==> config.mk <==
export PLATFORM = sky130hd
export DESIGN_NAME = booth_dot_product_accum
export DESIGN_NICKNAME = d
export VERILOG_FILES = /design/src/rtl/booth_dot_product_accum.sv
export SDC_FILE = /design/constraint.sdc
export NUM_CORES = 1
export LEC_CHECK = 0
export BUFFER_PORTS_ARGS = -buffer_cell sky130_fd_sc_hd__buf_2
export CAP_MARGIN = 20
export CORE_AREA = 4 4 73 75
export CTS_BUF_LIST = sky130_fd_sc_hd__clkbuf_8 sky130_fd_sc_hd__clkbuf_16
export DETAILED_ROUTE_END_ITERATION = 7
export DIE_AREA = 0 0 77 79
export PLACE_DENSITY = 0.74
export SYNTH_ARGS = -nofsm -noshare
export SYNTH_HDL_FRONTEND = slang
export SYNTH_SLANG_ARGS = --single-unit
==> constraint.sdc <==
create_clock -name clk -period 3.3 [get_ports clk]
set_input_delay 0.33 -clock clk [delete_from_list [all_inputs] [get_ports clk]]
set_output_delay 0.33 -clock clk [all_outputs]
set_load 0.1 [all_outputs]
==> src/rtl/booth_dot_product_accum.sv <==
// Dot-product accumulator: sums a programmed number of signed Booth products into a wider signed accumulator.
// Optional build macro BOOTH_ACC_SATURATE_EN clamps the accumulator on overflow instead of wrapping.
module booth_dot_product_accum #(
    parameter int PROD_W = 16,
    parameter int ACC_W  = 24,
    parameter int LEN_W  = 4
) (
    input  logic              clk,
    input  logic              rst,
    input  logic              start,
    input  logic [LEN_W-1:0]  len,
    input  logic              prod_valid,
    input  logic [PROD_W-1:0] prod,
    output logic              busy,
    output logic [ACC_W-1:0]  acc_out,
    output logic              done,
    output logic              overflow
);

    localparam logic [1:0] IDLE  = 2'd0;
    localparam logic [1:0] ACCUM = 2'd1;
    localparam logic [1:0] DONE  = 2'd2;

    localparam logic [ACC_W-1:0] ACC_MAX = {1'b0, {(ACC_W-1){1'b1}}};
    localparam logic [ACC_W-1:0] ACC_MIN = {1'b1, {(ACC_W-1){1'b0}}};

    logic [1:0]       state;
    logic [LEN_W-1:0] count;
    logic [ACC_W-1:0] prod_ext;
    logic [ACC_W-1:0] sum;
    logic [ACC_W-1:0] acc_next;
    logic             add_ovf;

    assign prod_ext = ACC_W'($signed(prod));
    assign sum      = acc_out + prod_ext;

    // Signed overflow: operands agree in sign but the result does not.
    assign add_ovf  = (acc_out[ACC_W-1] == prod_ext[ACC_W-1]) &&
                      (sum[ACC_W-1] != acc_out[ACC_W-1]);

`ifdef BOOTH_ACC_SATURATE_EN
    assign acc_next = add_ovf ? (acc_out[ACC_W-1] ? ACC_MIN : ACC_MAX) : sum;
`else
    assign acc_next = sum;
`endif

    assign busy = (state != IDLE);
    assign done = (state == DONE);

    always_ff @(posedge clk or posedge rst) begin
        if (rst) begin
            state    <= IDLE;
            count    <= '0;
            acc_out  <= '0;
            overflow <= 1'b0;
        end else begin
            case (state)
                IDLE: begin
                    if (start) begin
                        acc_out  <= '0;
                        overflow <= 1'b0;
                        count    <= len;
                        state    <= (len != '0) ? ACCUM : DONE;
                    end
                end
                ACCUM: begin
                    if (prod_valid) begin
                        acc_out <= acc_next;
                        count   <= count - 1'b1;
                        if (add_ovf)
                            overflow <= 1'b1;
                        if (count == LEN_W'(1))
                            state <= DONE;
                    end
                end
                DONE:    state <= IDLE;
                default: state <= IDLE;
            endcase
        end
    end

endmodule

Yosys cells after proc, flatten, opt, wreduce, memory -nomap -nowiden
Index checks and enable logic that the tools add are counted.
- bits in latches: 0
- memories kept: 0
- memory bits (read-only): 0
- word-level logic and storage cells: 38
- flip-flop bits (word level): 31
- RAM bits: 0
- multiplexer cells: 15
- $add $sub $neg: 2
- bitwise operators: 0
- $lt $le $gt $ge: 0
- multipliers: 0
- equality and inequality tests: 9
- reduce and logical (&&, ||, !) cells: 8
- divide/modulo/power cells: 0
- shift-type cells: 0
- operator list (cell ; count):
    24-bit 2-to-1 mux ; 2
    24-bit one-hot mux with 2 select lines ; 1
    24-bit adder ; 1
    2-bit 2-to-1 mux ; 4
    4-bit 2-to-1 mux ; 2
    2-bit != test (second input constant) ; 4
    4-bit one-hot mux with 2 select lines ; 1
    3-bit AND reduction ; 2
    4-bit by 1-bit == test with 1-bit output (second input constant) ; 1
    2-bit one-hot mux with 2 select lines ; 1
    4-bit AND reduction ; 1
    2-bit nonzero test ; 2
    4-bit nonzero test ; 1
    4-bit by 1-bit subtractor with 4-bit output (second input constant) ; 1
    1-bit 2-to-1 mux ; 3
    2-bit by 1-bit == test with 1-bit output (second input constant) ; 1
    2-bit == test (second input constant) ; 1
    2-bit zero test ; 1
    1-bit one-hot mux with 2 select lines ; 1
    1-bit == test ; 1
    1-bit logical AND ; 1
    1-bit != test ; 1

Longest topological paths before layout
- depth in word-level cells: 6
- depth in mapped cells: 9

Least setup slack after synthesis
No wires, ideal clock.
- path kind: reg2reg
- start point: register acc_out[0]
- end point: register acc_out[20]
- slack: 0.259 ns
- arrival time: 2.912 ns
- cell stages (with the launch flop): 10
- clock period less this slack: 3.041 ns
- setup time: 0.129 ns
- cell sequence: dfrtp_1 > ha_1 > fa_1 > a211oi_1 > o21bai_1 > a211oi_1 > nor2_1 > a311oi_1 > or4b_1 > nand3_1
- longest elaborated chain between the ends: 3
- RTL lines (item ; RTL line ; text):
    from (decl) ; 15 ; output logic [ACC_W-1:0] acc_out,
    from (signal assigned) ; 68 ; acc_out <= acc_next;
    24-bit adder ; 35 ; assign sum = acc_out + prod_ext;
    24-bit 2-to-1 mux ; 67 ; if (prod_valid) begin
    24-bit one-hot mux with 2 select lines ; 57 ; case (state)
No other way between the ends. The select of a mux whose other input is x is not followed.
A chain may end at the register's enable or synchronous reset.

Worst setup path in the final report
- start point: register acc_out[0]
- end point: register acc_out[22]
The elaborated chain is that of the path after synthesis.

==> results_dict.tcl <==
set metrics [dict create \
    fin_skew_ns 0.007228 \
    drv_slew 0 \
    numPortBuffers 50 \
    syn_to_final_growth_pct 14.76 \
    nNetsFinal 381 \
    instances_no_fill 386 \
    setup_viol 0 \
    outcome "finished, final reports clean" \
    antenna_found_initial 0 \
    hpwlAfterDp_um 4331 \
    top_layer_used "met4" \
    dieHeight_um 79 \
    grt_first_pass_wirelength_um 9991 \
    netlist_area_um2 2526 \
    r2r_cells 9 \
    clk_pin_slew_ns 0.07 \
    grt_util_all_layers_pct 20.19 \
    final-hold-violation-count 0 \
    num_io_pins 51 \
    drt-pass1-iter-count 4 \
    dp.cells 378 \
    start_kind "flop" \
    synth_edf_count 0 \
    grt_pass1_vias 2230 \
    r2r-end "acc_out[22]$_DFFE_PP0P_" \
    crit_required_ns 3.47 \
    period_needed_ns 2.869 \
    grt_overflow 0 \
    wl_met2_um 2803 \
    worst_slew_pin_slew_ns 0.6520 \
    synthCells 283 \
    synthArstFlopShare_pct 100.0 \
    drive_above_1_share_pct 22.89 \
    routed-wl-met3_um 240 \
    numCtsBuffers 5 \
    ant_nets 0 \
    dr_total_vias 2301 \
    reg2reg_from "acc_out[0]$_DFFE_PP0P_" \
    antenna_cells 0 \
    syn_nets 333 \
    ys_warn_count 0 \
    layout_common_cells "buf_2, dfrtp_1, o21ai_0" \
    yosysSeqAreaShare_pct 30.71 \
    ys_types 61 \
    grt_start_max_net_pins 35 \
    cp_data_arrival_time_ns 3.04 \
    worstSetupEndpointType "flop" \
    die-area_um2 6083 \
    wl_met1_um 2766 \
    path_max_fanout 3 \
    ys_dominant_reg_cell "dfrtp_1" \
    via_per_inst 5.961 \
    cts_tree "done" \
    numClockSinks 31 \
    drt-initial-drc-count 94 \
    hold_path.class "in2async" \
    tns_ns 0 \
    gp_congestion 0.8709 \
    avgSynthCellArea_um2 8.926 \
    die_x_um 77 \
    num_rows 25 \
    critical_path_class "reg2reg" \
    ys_seq_elements 31 \
    post_cts_resize_count 0 \
    r2r_slack_ns 0.43 \
    start_util_pct 54.20 \
    max_freq_ghz 0.3485 \
    routed_wl_um 5879 \
    slew_headroom_pct 56.53 \
    core_area_um2 4661 \
    min_period_over_period_pct 86.95 \
    cts_root_buf "clkbuf_8" \
    clockBufferDepth 2 \
    ctsHoldBuffers 0 \
    cts_max_level 2 \
    worstSkewPairLatency_ns 0.29 \
    wire_per_inst_um 15.23 \
    postCtsSetupRepairBufs 0 \
    grt_setup_unrepaired "false" \
    drc_errors 0 \
    final_common_cell "buf_2" \
    drv_cap 0 \
]
## state kept, by name (all words and copies together), names as in the netlist
register	count
count	4
overflow	1
acc_out	24
state	2
## how the worst max path moves through the flow
stage | from | to | slack (ns) | cells past startpoint
global placement | prod[0] | acc_out[20]$_DFFE_PP0P_ | 0.49 | 10
finish | acc_out[0]$_DFFE_PP0P_ | acc_out[22]$_DFFE_PP0P_ | 0.43 | 9
global route | acc_out[0]$_DFFE_PP0P_ | acc_out[20]$_DFFE_PP0P_ | 0.19 | 9
CTS | acc_out[0]$_DFFE_PP0P_ | acc_out[22]$_DFFE_PP0P_ | 0.44 | 9
floorplan | acc_out[0]$_DFFE_PP0P_ | acc_out[20]$_DFFE_PP0P_ | 0.26 | 9
detailed placement | prod[0] | acc_out[22]$_DFFE_PP0P_ | 0.41 | 10
## layer usage
| metal | up-vias | track usage, % |
|---|---|---|
| met4 | 0 | 7.829 |
| met1 | 1091 | 24.95 |
| met5 | - | 0 |
| met2 | 50 | 34.58 |
| met3 | 7 | 4.308 |
| li1 | 1153 | - |
## worst max-delay path, stage by stage (launching register included)
cell and delay, ns:
dfrtp_1 0.39, ha_1 0.22, fa_1 0.43, a211oi_1 0.39, o21bai_1 0.16, a211oi_1 0.40, o21ai_0 0.24, a32oi_1 0.28
nand4b_1 0.12, o311ai_0 0.11
## synth_stat cells, types with 4 or more instances
library cell,n,area [um^2]
xnor2_1,10,87.58
dfrtp_1,31,775.7
a211oi_1,8,60.06
o211ai_1,4,30.03
clkbuf_1,6,22.52
nand2_1,29,108.9
o21bai_1,5,37.54
ha_1,25,312.8
xor2_1,6,52.55
nor2_1,17,63.81
nand3_1,5,25.02
inv_1,7,26.28
a21oi_1,20,100.1
a21o_1,7,52.55
o21ai_0,30,150.1
nor3_1,5,25.02
## layout make-up
class | count | area, um^2
clock buffer | 6 | 82.58
clock inverter | 2 | 35.03
fill | 422 | 1762
inverter | 7 | 26.28
multi-input combinational | 235 | 1654
sequential | 31 | 775.7
tap | 54 | 67.56
timing repair buffer | 51 | 257.7
## through the flow
stage / util [%] / instance area, um^2 / hold slack, ns / setup slack (ns)
2_1_floorplan: - / 2526 / 0.4335 / 0.2592
3_3_place_gp: 59.68 / 2781 / 0.4390 / 0.4908
3_5_place_dp: 59.68 / 2781 / 0.4503 / 0.4147
4_1_cts: 62.20 / 2899 / 0.1334 / 0.4412
5_1_grt: 62.20 / 2899 / 0.1655 / 0.1938
6_report: 62.20 / 2899 / 0.1120 / 0.4306
## logic make-up (layout without fill, tap and decap cells)
kind of cell               after synthesis  in the layout  synth area share [%]
xor gates and xnor gates                16             16                 5.547
muxes                                    2              2                0.7925
adders and majority gates               26             26                 13.17
and+or+nand+nor                         85             85                 18.13
AOI/OAI and AO/OA                      106            106                 27.84
DFF                                     31             31                 30.71
buffers and inverters                   17             66                 3.814
Power is not shown: default switching activity piles up to over one toggle a cycle in this logic, so the estimate is an artifact.
